`src/rtl/mips_cpu_pkg.sv`:
```
// mips_cpu_pkg
//
// Shared CPU-wide definitions:
//   state_t              - 2-bit fetch-unit state encoding
//   DEFAULT_RESET_VECTOR - boot address of the first fetch after reset
//   DEFAULT_HALT_ADDR    - redirect target that terminates execution
//   opcode_t             - primary opcode field (instr[31:26]) of the MIPS-I ISA
package mips_cpu_pkg;

    typedef enum logic [1:0] {
        ST_FETCH  = 2'd0,
        ST_WAIT   = 2'd1,
        ST_HOLD   = 2'd2,
        ST_HALTED = 2'd3
    } state_t;

    localparam logic [31:0] DEFAULT_RESET_VECTOR = 32'hBFC0_0000;
    localparam logic [31:0] DEFAULT_HALT_ADDR    = 32'h0000_0000;

    typedef enum logic [5:0] {
        OP_SPECIAL = 6'h00,
        OP_REGIMM  = 6'h01,
        OP_J       = 6'h02,
        OP_JAL     = 6'h03,
        OP_BEQ     = 6'h04,
        OP_BNE     = 6'h05,
        OP_BLEZ    = 6'h06,
        OP_BGTZ    = 6'h07,
        OP_ADDI    = 6'h08,
        OP_ADDIU   = 6'h09,
        OP_SLTI    = 6'h0A,
        OP_SLTIU   = 6'h0B,
        OP_ANDI    = 6'h0C,
        OP_ORI     = 6'h0D,
        OP_XORI    = 6'h0E,
        OP_LUI     = 6'h0F,
        OP_LB      = 6'h20,
        OP_LH      = 6'h21,
        OP_LWL     = 6'h22,
        OP_LW      = 6'h23,
        OP_LBU     = 6'h24,
        OP_LHU     = 6'h25,
        OP_LWR     = 6'h26,
        OP_SB      = 6'h28,
        OP_SH      = 6'h29,
        OP_SWL     = 6'h2A,
        OP_SW      = 6'h2B,
        OP_SWR     = 6'h2E
    } opcode_t;

endpackage

```
`src/rtl/mips_fetch_unit.sv`:
```
// mips_fetch_unit
//
// Instruction fetch for a MIPS core with one architectural branch delay slot.
// Each instruction is requested from instruction memory, captured, and held
// for the downstream stage until it is accepted; then the next PC is fetched.
//
// Ports:
//   clk, reset            - single clock, synchronous active-high reset
//   clk_enable            - 0 freezes every register (outputs hold)
//   active                - 1 until a redirect to HALT_ADDR has completed
//   instr_address/_read   - fetch request to instruction memory
//   instr_waitrequest     - memory stall; instr_readdata valid when low
//   instr_readdata        - instruction word from memory
//   instr_out/_pc/_valid  - captured instruction, its address, valid flag
//   instr_ready           - downstream accept
//   br_valid, br_target   - taken branch/jump redirect from execute
module mips_fetch_unit
    import mips_cpu_pkg::*;
#(
    parameter logic [31:0] RESET_VECTOR = DEFAULT_RESET_VECTOR,
    parameter logic [31:0] HALT_ADDR    = DEFAULT_HALT_ADDR
) (
    input  logic        clk,
    input  logic        reset,
    input  logic        clk_enable,
    output logic        active,
    output logic [31:0] instr_address,
    output logic        instr_read,
    input  logic        instr_waitrequest,
    input  logic [31:0] instr_readdata,
    output logic [31:0] instr_out,
    output logic [31:0] instr_pc,
    output logic        instr_valid,
    input  logic        instr_ready,
    input  logic        br_valid,
    input  logic [31:0] br_target
);

    // Branch targets are word addresses; the low two bits are discarded.
    function automatic logic [31:0] align_word(input logic [31:0] addr);
        return addr & ~32'd3;
    endfunction

    state_t      state_p0;
    logic [31:0] pc_p0;
    logic        pending_p0;
    logic [31:0] target_p0;
    logic [31:0] word_p1;
    logic [31:0] wpc_p1;

    logic        handshake;
    logic        redirect;
    logic [31:0] redirect_pc;
    logic [31:0] next_pc;
    logic        halt_now;
    logic        br_capture;

    always_comb begin
        handshake   = (state_p0 == ST_HOLD) & instr_ready & clk_enable;
        // A redirect applies at a handshake if one is already pending, or if
        // the branch arrives in the very cycle of the delay-slot handshake.
        // A pending target always beats a fresh br_valid.
        redirect    = pending_p0 | br_valid;
        redirect_pc = pending_p0 ? target_p0 : align_word(br_target);
        next_pc     = redirect ? redirect_pc : (pc_p0 + 32'd4);
        halt_now    = redirect & (redirect_pc == HALT_ADDR);
        // Branches outside the handshake cycle are remembered until the
        // delay slot is accepted; later ones are dropped while pending.
        br_capture  = br_valid & ~pending_p0 & ~handshake & (state_p0 != ST_HALTED);
    end

    // Stage p0: fetch PC, FSM and redirect bookkeeping.
    // Stage p1: captured instruction word and its PC.
    always_ff @(posedge clk) begin
        if (reset) begin
            state_p0   <= ST_FETCH;
            pc_p0      <= RESET_VECTOR;
            pending_p0 <= 1'b0;
            target_p0  <= 32'd0;
            word_p1    <= 32'd0;
            wpc_p1     <= 32'd0;
        end else if (clk_enable) begin
            case (state_p0)
                ST_FETCH, ST_WAIT: begin
                    if (!instr_waitrequest) begin
                        word_p1  <= instr_readdata;
                        wpc_p1   <= pc_p0;
                        state_p0 <= ST_HOLD;
                    end else begin
                        state_p0 <= ST_WAIT;
                    end
                end
                ST_HOLD: begin
                    if (instr_ready) begin
                        pc_p0      <= next_pc;
                        pending_p0 <= 1'b0;
                        state_p0   <= halt_now ? ST_HALTED : ST_FETCH;
                    end
                end
                default: begin
                    state_p0 <= ST_HALTED;
                end
            endcase

            if (br_capture) begin
                pending_p0 <= 1'b1;
                target_p0  <= align_word(br_target);
            end
        end
    end

    // Outputs decode from state; reset forces the idle/cleared view in the
    // reset cycle itself rather than one cycle later.
    assign active        = reset | (state_p0 != ST_HALTED);
    assign instr_read    = ~reset & ((state_p0 == ST_FETCH) | (state_p0 == ST_WAIT));
    assign instr_valid   = ~reset & (state_p0 == ST_HOLD);
    assign instr_address = pc_p0;
    assign instr_out     = reset ? 32'd0 : word_p1;
    assign instr_pc      = reset ? 32'd0 : wpc_p1;

endmodule

```
`config.mk`:
```
export PLATFORM = sky130hd
export DESIGN_NAME = mips_fetch_unit
export DESIGN_NICKNAME = d
export VERILOG_FILES = /design/src/rtl/mips_cpu_pkg.sv /design/src/rtl/mips_fetch_unit.sv
export SDC_FILE = /design/constraint.sdc
export NUM_CORES = 1
export LEC_CHECK = 0
export BUFFER_PORTS_ARGS = -buffer_cell sky130_fd_sc_hd__buf_2
export CAP_MARGIN = 20
export CORE_ASPECT_RATIO = 0.6
export CORE_MARGIN = 10
export CORE_UTILIZATION = 50
export CTS_CLUSTER_SIZE = 10
export DETAILED_ROUTE_END_ITERATION = 8
export MAX_ROUTING_LAYER = met4
export PLACE_DENSITY_LB_ADDON = 0.12
export SLEW_MARGIN = 30
export SYNTH_ARGS = -nofsm -noshare
export SYNTH_HDL_FRONTEND = slang
export SYNTH_SLANG_ARGS = --single-unit
```
`constraint.sdc`:
```
create_clock -name clk -period 3.04 [get_ports clk]
set_input_delay 0.912 -clock clk [delete_from_list [all_inputs] [get_ports clk]]
set_output_delay 0.912 -clock clk [all_outputs]
set_load 0.02 [all_outputs]
```
# Yosys cells after proc, flatten, opt, wreduce, memory -nomap -nowiden
# Cells that the tools add are included.
# W data, S select, Z words.
[op_classes]
n_addsub = 1
eq_ne = 4
n_mux = 11
bitwise = 15
n_reduce_logical = 10
[ops]
columns = ["op", "count"]
rows = [
  ["$mux W32", 4],
  ["$add A32 B3 Y32 const B", 1],
  ["$logic_not A32 Y1", 1],
  ["$reduce_and A3 Y1", 3],
  ["$and A1 B1 Y1", 8],
  ["$mux W2", 3],
  ["$ne A2 B2 Y1 const B", 2],
  ["$not A1 Y1", 4],
  ["$pmux W2 S2", 1],
  ["$reduce_and A2 Y1", 2],
  ["$reduce_bool A2 Y1", 2],
  ["$mux W1", 3],
  ["$or A1 B1 Y1", 3],
  ["$eq A2 B1 Y1 const B", 1],
  ["$eq A2 B2 Y1 const B", 1],
  ["$logic_not A2 Y1", 1],
  ["$reduce_or A2 Y1", 1],
]
[word_totals]
register_bits = 129
out_inout_bits = 99
wordCells = 47

# Longest topological paths before layout
# Gate-level depths: netlist (run 1).
[depth]
depth_word = 8
depth_mapped = 7
mapped_depth_nobuf = 6

# Worst setup path before layout (run 1)
# OpenSTA, ideal clock, no wires.
[synth_path]
kind = "input-to-output"
startpoint = "input reset"
endpoint = "output active"
arrival_time_ps = 1644
setup_slack_ps = 484
stages = 3
n_path_buf = 2
cell_sequence = "clkbuf_1 > clkbuf_1 > or2_2"
[synth_between]
elab_chain_cells = 1
[synth_lines]
columns = ["element", "line_no", "source"]
rows = [
  ["start: declaration", "mips_fetch_unit.sv:24", "input logic reset,"],
  ["$or A1 B1 Y1", "mips_fetch_unit.sv:114", "assign active = reset | (state_p0 != ST_HALTED);"],
  ["end: declaration", "mips_fetch_unit.sv:26", "output logic active,"],
]
# No other way between the ends.

# Worst setup path after layout (run 1)
[layout_path]
startpoint = "input reset"
endpoint = "output instr_pc[24]"
[layout_between]
elab_chain_cells = 1
[layout_lines]
columns = ["element", "line_no", "source"]
rows = [
  ["$mux W32", "mips_fetch_unit.sv:119", "assign instr_pc = reset ? 32'd0 : wpc_p1;"],
  ["end: declaration", "mips_fetch_unit.sv:32", "output logic [31:0] instr_pc,"],
]
# No other way between the ends.

==> impl_results.md, run 1 <==
- Status: complete, no violations
- Simple-gate area share of the yosys netlist: 30.9%
- Number of buffers created by CTS: 17
- Crit-path max FO: 49
- Top cells by area, synth: dfxtp_1 (41%), nand2_1 (13%), a21oi_1 (10%), nor2b_1 (6.8%), clkbuf_1 (4.0%)
- Share of layout cells above drive strength 1: 23.6%
- Initial Util: 50.8%
- Critical Path AT: 1.76 ns
- Dpl hpwl: 14700 µm
- DRT iter0 DRCs: 485
- Gate power share: 11.3%
- Worst hold path depth: 2
- Max-Cap Viols: 0
- Slowest cell on crit path: buf_4
- Core Region: 12000 µm²
- Overflow after GRT: 0
- Area leader, netlist: dfxtp_1
- Startpoint types: input pin
- Place WS: 0.379 ns
- RR Endpoint: instr_address[20]
- I/O pin count: 169
- Synth top cells by count: nand2_1 (218), dfxtp_1 (125), a21oi_1 (122)
- Sequential share of power: 40.8%
- Synthesized area: 6090 µm²
- Number of port buffers: 162
- Vias: 6466
- Pint: 3.16 mW
- Final worst slack: 0.365 ns
- Crit Reg-Reg Startpoint: instr_address[3]
- Top cell type's share of synthesized area: 41.1%
- Peak supply drop: 0.389 mV
- Min-delay src: word_p1[29]
- Syn Inst Count: 831
- Global Route Usage Sum: 23.1%
- Post-synth EDFFs: 0
- Largest net degree at the start of global routing: 50
- Type of destination of the critical path: output port
- Post-cts sizing count: 0
- Cells after DPL: 1120
- Sw Ratio: 26.2%
- CTS Sinks: 125
- Period minus WS final: 2.68 ns
- # nets final: 1045
- Multiplexer share of the synthesized area: 1.15%
- Post-synth ARST share: 0%
- Slew at the pin with the worst max-slew slack: 0.595 ns
- Sequential element share of the synthesized area: 41.1%
- Delay of the slowest critical-path stage: 0.32 ns
- Fin crit share: 88.0%
- Number of global-route vias before repair: 6199
- Required @ worst endpoint: 2.13 ns
- WS Path Type: input pin to output port
- Clock H-tree levels: 4
- Layout Area Growth over Synthesis: 26.3%
- Synth Register Bits: 125
- Crit-path cells: buf_4 -> buf_12 -> nor2b_1 -> buf_2
- Post-CTS Setup Bufs: 0
- Clock Power Share: 47.9%
- Util after Layout: 64.2%
- First-pass GRT wire length: 31700 µm
- Worst-skew pair later-pin latency: 0.41 ns
- Rows: 31
- Vias per cell: 5.62
- Ys Warns: 0
- Skew final: 0.00969 ns
- Hold Slack: 0.448 ns
- Unique masters post-synth: 54
- Initial antenna violation count: 0
- Root Driver: clkbuf_16
- Worst Hold Class: register to register
- Die width: 163 µm
- RSZ-0062 raised after global routing: false
- Syn Area/Cell: 7.33 µm²
- Fin. max-slew vios: 0
- Combinational family with the most area after synthesis: simple AND/OR/NAND/NOR gates
- Fin cells: 1151
- CTS tree: built
- PwrDens: 557 nW/µm²
- Finish-stage setup viols: 0
- Clk buf depth: 2
- Synth Flop Type: dfxtp_1
- Post-Synth Adder-Cell Area: 0.205%
- Final wirelength: 20000 µm
- Routability cong.: 0.931
- Sw power: 1.12 mW
- CP top delay family: buffers and inverters
- Hold Buf Count CTS: 0
- DRC viols: 0
- Hold endpoint: word_p1[29]
- TritonRoute pass-1 iters: 5
- Antenna diode count: 0
- Leak: 3.09 nW
- Compound-cell area share of the yosys netlist: 21.5%
- Fmax: 0.374 GHz
- Critical path buffers and inverters: 3
- Setup_tns: 0 ns
- Hold violation total from the final report: 0
- DIE HEIGHT: 106 µm
- Post-Synth XOR/XNOR Area: 0%
- Most common cell in the netlist: nand2_1
- Die area: 17100 µm²
- WL/cell: 17.3 µm
- R2R cell count: 6
- Max-slew headroom: 60.0%
- Worst-path clk slew: 0.06 ns
- R2R setup slack: 0.59 ns
- Antenna Nets Post-Route: 0
-- worst register-to-register path: stages, from the launching register on --
cell and delay [ns]:
dfxtp_1 0.34, ha_1 0.25, nand3_1 0.20, or4_1 0.69
or4_4 0.57, a221oi_2 0.22, nor3_1 0.07
-- kinds of logic (layout without fill, tap and decap cells) --
family,after synthesis,in the layout
adder cells (fa/ha/maj),1,1
AO/OA/AOI/OAI,221,221
other,1,4
AND/OR/NAND/NOR,398,398
multiplexers,7,7
flip-flops,125,125
buffers and inverters,78,230
-- worst max-delay path by stage --
stage | slack [ns] | from | depth (start not counted) | end
after global routing | 0.29 | reset | 4 | instr_pc[24]
after global placement | 0.39 | reset | 4 | instr_pc[27]
after floorplan | 0.48 | reset | 3 | active
final | 0.36 | reset | 4 | instr_pc[24]
after CTS | 0.37 | reset | 4 | instr_pc[24]
after detailed placement | 0.38 | reset | 4 | instr_pc[24]
-- final cells by class --
type                            count  area [µm²]
Fill cell                        1100        4290
Multi-Input combinational cell    631        3300
Sequential cell                   125        2500
Timing Repair Buffer              193        1070
Clock buffer                       18         429
Tap cell                          165         206
Clock inverter                     13         166
Inverter                            6        22.5
-- placed cells by master (no fill, tap or decap), types with 6 or more instances in the layout --
cell / count
nand4_1: 10
a211oi_1: 9
buf_2: 161
nor2b_1: 66
or3_1: 7
nor2_1: 26
mux2i_1: 7
buf_4: 30
o21ai_0: 29
nor3_1: 18
inv_1: 6
a21oi_1: 122
nor4_1: 11
dfxtp_1: 125
nand3_1: 14
clkbuf_16: 17
o211ai_1: 9
nand2_1: 218
-- registers in the layout (all words and copies together), names as in the netlist --
signal / count
word_p1: 32
instr_address: 30
target_p0: 30
wpc_p1: 30
state_p0: 2
pending_p0: 1
-- power by group through the flow --
stage	combinational [mW]	clock (mW)	sequential [mW]
floorplan	0.305	0	1.77
CTS	0.481	2.07	1.75
global placement	0.469	0	1.78
global route	0.532	2.15	1.75
detailed placement	0.479	0	1.78
finish	0.485	2.05	1.75
-- routing by layer --
metal  GRT usage, %  wire [µm]
met1           29.1       8830
met3           6.72       1890
met5              -          0
met4           6.66        213
met2           35.3       9020
-- through the flow --
stage	instance area, µm²	power (mW)
after global placement	7100	2.25
after CTS	7690	4.30
final	7690	4.28
after floorplan	6100	2.08
after detailed placement	7100	2.26
after global routing	7690	4.44
(Power assumes the default switching activity.)
==> run 2: changes to the inputs <==
--- a/config.mk
+++ b/config.mk
@@ -6,12 +6,12 @@
 export NUM_CORES = 1
 export LEC_CHECK = 0
 export BUFFER_PORTS_ARGS = -buffer_cell sky130_fd_sc_hd__buf_2
-export CAP_MARGIN = 20
 export CORE_ASPECT_RATIO = 0.6
 export CORE_MARGIN = 10
-export CORE_UTILIZATION = 50
+export CORE_UTILIZATION = 40
 export CTS_CLUSTER_SIZE = 10
 export DETAILED_ROUTE_END_ITERATION = 8
+export GPL_ROUTABILITY_DRIVEN = 0
 export MAX_ROUTING_LAYER = met4
 export PLACE_DENSITY_LB_ADDON = 0.12
 export SLEW_MARGIN = 30
==> run 2 against run 1 <==
Sequential cell count stayed put. Sequential share of layout area decreased by 0.48 points. Fmax grew 7.2%. Register-to-register slack improved by 0.04 ns. Combinational power grew 0.8%. Highest routed layer unchanged. Cell area rose by 1.5%. Non-clock buffer count down 2. Hold slack improved by 0.0018 ns. Count of clock-buffer cells in the layout fell by 1. Sequential power is essentially flat. Total power is 5.9% higher. Largest cell class unchanged.
==> impl_results.md, run 2 (synthesized netlist as in run 1, its figures left out) <==
- R2R cell count: 6
- DRC viols: 0
- WS Path Type: input pin to output port
- Rows: 34
- Number of port buffers: 162
- Overflow after GRT: 0
- First-pass GRT wire length: 32100 µm
- Global Route Usage Sum: 19.8%
- Type of destination of the critical path: output port
- Most common cell after layout, fill and taps aside: nand2_1
- Dpl cell area: 7150 µm²
- Share of layout cells above drive strength 1: 23.6%
- RSZ-0062 raised after global routing: false
- Die area: 20700 µm²
- Skew final: 0.0129 ns
- Clock H-tree levels: 4
- Antenna Nets Post-Route: 0
- Peak supply drop: 0.344 mV
- Vias: 6372
- Delay of the slowest critical-path stage: 0.22 ns
- Hold Buf Count CTS: 0
- TritonRoute pass-1 iters: 5
- Root Driver: clkbuf_16
- CTS Sinks: 125
- Max-slew headroom: 59.5%
- PwrDens: 581 nW/µm²
- Startpoint types: input pin
- Biggest register: word_p1
- Status: complete, no violations
- Initial Util: 41.4%
- # nets final: 1043
- Leak: 3.12 nW
- Max reg flops: 32
- Fmax: 0.401 GHz
- Commonest non-fill, non-tap cells in the layout: nand2_1 (218), buf_2 (161), dfxtp_1 (125)
- DIE HEIGHT: 116 µm
- Vias per cell: 5.39
- Slowest cell on crit path: buf_12
- Critical path buffers and inverters: 3
- Number of global-route vias before repair: 5780
- Setup_tns: 0 ns
- Core Region: 14700 µm²
- Required @ worst endpoint: 2.13 ns
- CTS tree: built
- Post-cts sizing count: 0
- Antenna diode count: 0
- Max-Cap Viols: 0
- Largest net degree at the start of global routing: 43
- Crit-path max FO: 32
- Worst-path clk slew: 0.06 ns
- Worst hold path depth: 2
- Finish-stage setup viols: 0
- Crit-path cells: buf_6 -> buf_12 -> nor2b_1 -> buf_2
- Initial antenna violation count: 0
- Die width: 179 µm
- Final instance area: 7810 µm²
- Critical Path AT: 1.58 ns
- Final wirelength: 20700 µm
- Fin crit share: 82.1%
- DRT iter0 DRCs: 610
- I/O pin count: 169
- Clk buf depth: 2
- Worst path depth: 4
- Slew at the pin with the worst max-slew slack: 0.602 ns
- Dpl hpwl: 15100 µm
- CP top delay family: buffers and inverters
- Number of buffers created by CTS: 17
- Worst Hold Class: register to register
- Worst-skew pair later-pin latency: 0.42 ns
- Post-CTS Setup Bufs: 0
- WL/cell: 17.5 µm
- Period minus WS final: 2.50 ns
- Layout Area Growth over Synthesis: 28.2%
- Fin. max-slew vios: 0
- Hold violation total from the final report: 0
==> run 2: report_power, final <==
group | total [mW] | leakage, nW | switching, mW | internal (mW)
logic | 0.489 | 1.79 | 0.311 | 0.178
clock network | 2.30 | 0.318 | 0.828 | 1.47
registers | 1.75 | 1.02 | 0.0492 | 1.70
total | 4.54 | 3.12 | 1.19 | 3.35
==> run 2: final timing paths <==
path / start / to / slack, ns
setup / recovery: reset / instr_pc[6] / 0.54
hold / removal: word_p1[27] / word_p1[27] / 0.45
setup reg to reg: instr_address[2] / instr_address[20] / 0.63
hold reg to reg: word_p1[27] / word_p1[27] / 0.45
==> run 2: metal layers <==
layer | vias to the layer above | wire (µm) | global-route usage (%)
met4 | 0 | 126 | 4.24
met3 | 13 | 1630 | 5.72
li1 | 3146 | - | -
met5 | - | 0 | -
met2 | 204 | 8830 | 27.8
met1 | 3009 | 10100 | 27.5
==> run 2: worst min-delay path, delay by kind of cell, from the launching register on <==
family	cells	cell delay (ns)
AND/OR/NAND/NOR	1	0.05
flip-flops	1	0.30
AO/OA/AOI/OAI	1	0.05
==> run 2: layout make-up <==
type / instances / area, µm²
fill: 1500 / 6910
multi-input combinational: 631 / 3300
sequential: 125 / 2500
timing repair buffer: 191 / 1080
clock buffer: 17 / 425
tap: 198 / 248
clock inverter: 14 / 230
inverter: 6 / 22.5
==> run 2: stage by stage <==
step | setup slack, ns | utilization (%) | hold slack [ns] | std cells | power, mW
3_5_place_dp | 0.536 | 48.6 | 0.443 | 1151 | 2.27
6_report | 0.544 | 53.1 | 0.450 | 1182 | 4.54
3_3_place_gp | 0.550 | 48.6 | 0.440 | 1151 | 2.27
5_1_grt | 0.405 | 53.1 | 0.465 | 1182 | 4.71
4_1_cts | 0.546 | 53.1 | 0.451 | 1182 | 4.57
2_1_floorplan | 0.484 | - | 0.431 | 834 | 2.08
==> run 3: changes to the inputs <==
--- a/config.mk
+++ b/config.mk
@@ -5,6 +5,7 @@
 export SDC_FILE = /design/constraint.sdc
 export NUM_CORES = 1
 export LEC_CHECK = 0
+export ABC_AREA = 1
 export BUFFER_PORTS_ARGS = -buffer_cell sky130_fd_sc_hd__buf_2
 export CORE_ASPECT_RATIO = 0.6
 export CORE_MARGIN = 10
==> constraint.sdc (replaced) <==
create_clock -name clk -period 2.3 [get_ports clk]
set_input_delay 0.69 -clock clk [delete_from_list [all_inputs] [get_ports clk]]
set_output_delay 0.69 -clock clk [all_outputs]
set_load 0.02 [all_outputs]
==> run 3 against run 2 <==
Synthesized cell count increased by 20%. First-iteration DRC count down 8.5%. Count of clock-buffer cells in the layout is the same. Total power is 31% higher. Routed wire length shrank 3.2%. Hold slack worse by 0.00070 ns. Clock skew is 0.0034 ns lower. Combinational power rose by 65%. Core utilization down 1.5 points. Highest routed layer unchanged.
==> impl_results.md, run 3 <==
- Delay of the slowest critical-path stage: 0.25 ns
- Core Region: 15500 µm²
- Unique masters post-synth: 36
- Type of destination of the critical path: output port
- Compound-cell area share of the yosys netlist: 20.0%
- Finish-stage setup viols: 0
- Fmax: 0.485 GHz
- Global Route Usage Sum: 18.7%
- Worst-skew pair later-pin latency: 0.41 ns
- Dpl cell area: 7410 µm²
- Simple-gate area share of the yosys netlist: 28.2%
- Synthesized area: 6430 µm²
- Post-cts sizing count: 0
- Multiplexer share of the synthesized area: 0.311%
- Hold violation total from the final report: 0
- Vias per cell: 4.86
- Number of global-route vias before repair: 6167
- Top cells by area, synth: dfxtp_1 (39%), nand2_1 (12%), o21ai_0 (9.7%), nor2_1 (9.0%), a21oi_1 (8.8%)
- Layout Area Growth over Synthesis: 24.8%
- Sequential element share of the synthesized area: 38.9%
- Crit-path cells: buf_2 -> buf_12 -> nor2_1 -> buf_2
- Post-synth ARST share: 0%
- Leak: 3.59 nW
- PwrDens: 743 nW/µm²
- Number of buffers created by CTS: 17
- Hold Buf Count CTS: 0
- RSZ-0062 raised after global routing: false
- Setup_tns: 0 ns
- Root Driver: clkbuf_16
- Synth Register Bits: 125
- Area leader, netlist: dfxtp_1
- Clock H-tree levels: 4
- WL/cell: 14.8 µm
- Post-synth EDFFs: 0
- First-pass GRT wire length: 32700 µm
- Post-Synth XOR/XNOR Area: 0.272%
- Vias: 6581
- Max-Cap Viols: 0
- Commonest non-fill, non-tap cells in the layout: nand2_1 (199), buf_2 (162), nor2_1 (153)
- Synth top cells by count: nand2_1 (200), nor2_1 (154), dfxtp_1 (125), o21ai_0 (125), a21oi_1 (113)
- Largest net degree at the start of global routing: 125
- Die area: 21700 µm²
- I/O pin count: 169
- Initial Util: 41.4%
- Die width: 184 µm
- Peak supply drop: 0.368 mV
- Fin. max-slew vios: 0
- Top cell type's share of synthesized area: 38.9%
- Rows: 35
- # nets final: 1209
- Combinational family with the most area after synthesis: simple AND/OR/NAND/NOR gates
- DRC viols: 0
- Initial antenna violation count: 0
- Slew at the pin with the worst max-slew slack: 0.544 ns
- Crit-path max FO: 52
- DRT iter0 DRCs: 558
- TritonRoute pass-1 iters: 6
- Post-CTS Setup Bufs: 0
- Syn Area/Cell: 6.47 µm²
- Ys Warns: 0
- DIE HEIGHT: 118 µm
- Post-Synth Adder-Cell Area: 0.195%
- Max reg flops: 32
- Most common cell after layout, fill and taps aside: nand2_1
- CP dominant cell by count: buf_2
- Fin crit share: 89.7%
- Most common cell in the netlist: nand2_1
- CTS Sinks: 125
- Startpoint types: input pin
- WS Path Type: input pin to output port
- Worst-path clk slew: 0.06 ns
- Required @ worst endpoint: 1.61 ns
- Slowest cell on crit path: buf_12
- Period minus WS final: 2.06 ns
- Antenna diode count: 0
- Worst Hold Class: register to register
- Number of port buffers: 162
- Dpl hpwl: 14500 µm
- Critical Path AT: 1.37 ns
- Skew final: 0.00957 ns
- Biggest register: word_p1
- Final instance area: 8020 µm²
- Syn Inst Count: 994
- Max-slew headroom: 63.7%
- Synth Flop Type: dfxtp_1
- Clk buf depth: 2
- Overflow after GRT: 0
- Final wirelength: 20100 µm
- Antenna Nets Post-Route: 0
- Share of layout cells above drive strength 1: 21.1%
- CTS tree: built
- Status: complete, no violations
-- run 3: path summary, 6_finish.rpt --
check	from	endpoint	slack, ns	depth (start not counted)
worst max register to register	pending_p0	state_p0[0]	0.26	8
worst max-delay path	reset	instr_pc[24]	0.24	4
worst min register to register	target_p0[9]	target_p0[9]	0.45	2
worst min-delay path	target_p0[9]	target_p0[9]	0.45	2
-- run 3: critical path, delay by kind of cell --
kind          cells  cell delay, ns
buf+inv           3            0.56
simple gates      1            0.08
-- run 3: final cells by class --
| type | count | area [µm²] |
|---|---|---|
| Clock buffer | 17 | 425 |
| Clock inverter | 15 | 189 |
| Fill cell | 1610 | 7520 |
| Inverter | 119 | 448 |
| Multi-Input combinational cell | 692 | 3170 |
| Sequential cell | 125 | 2500 |
| Tap cell | 203 | 254 |
| Timing Repair Buffer | 183 | 1030 |
-- run 3: where the power goes --
group | total, mW | internal (mW) | switching (mW)
registers | 2.37 | 2.30 | 0.0678
logic | 0.809 | 0.276 | 0.533
clock network | 2.79 | 1.72 | 1.06
total | 5.96 | 4.30 | 1.66
-- run 3: logic make-up (layout without fill, tap and decap cells) --
family	after synthesis	in the layout
AO/OA/AOI/OAI	252	252
other	1	4
flip-flops	125	125
adder cells (fa/ha/maj)	1	1
AND/OR/NAND/NOR	431	431
buffers and inverters	180	334
XOR/XNOR	2	2
multiplexers	2	2
-- run 3: stage by stage --
stage / hold WS [ns] / setup WS [ns] / utilization [%] / cells / power (mW)
after floorplan: 0.429 / 0.0625 / - / 997 / 2.96
after global placement: 0.441 / 0.246 / 47.7 / 1322 / 3.22
after detailed placement: 0.444 / 0.238 / 47.7 / 1322 / 3.23
after CTS: 0.453 / 0.232 / 51.6 / 1354 / 6.02
after global routing: 0.470 / 0.114 / 51.6 / 1354 / 6.25
final: 0.449 / 0.237 / 51.6 / 1354 / 5.96
-- run 3: layer usage --
layer / up-vias / wire length (µm) / track usage (%)
met5: - / 0 / -
li1: 3458 / - / -
met4: 0 / 101 / 4.44
met3: 13 / 1510 / 4.68
met2: 200 / 8160 / 25.8
met1: 2910 / 10300 / 26.5
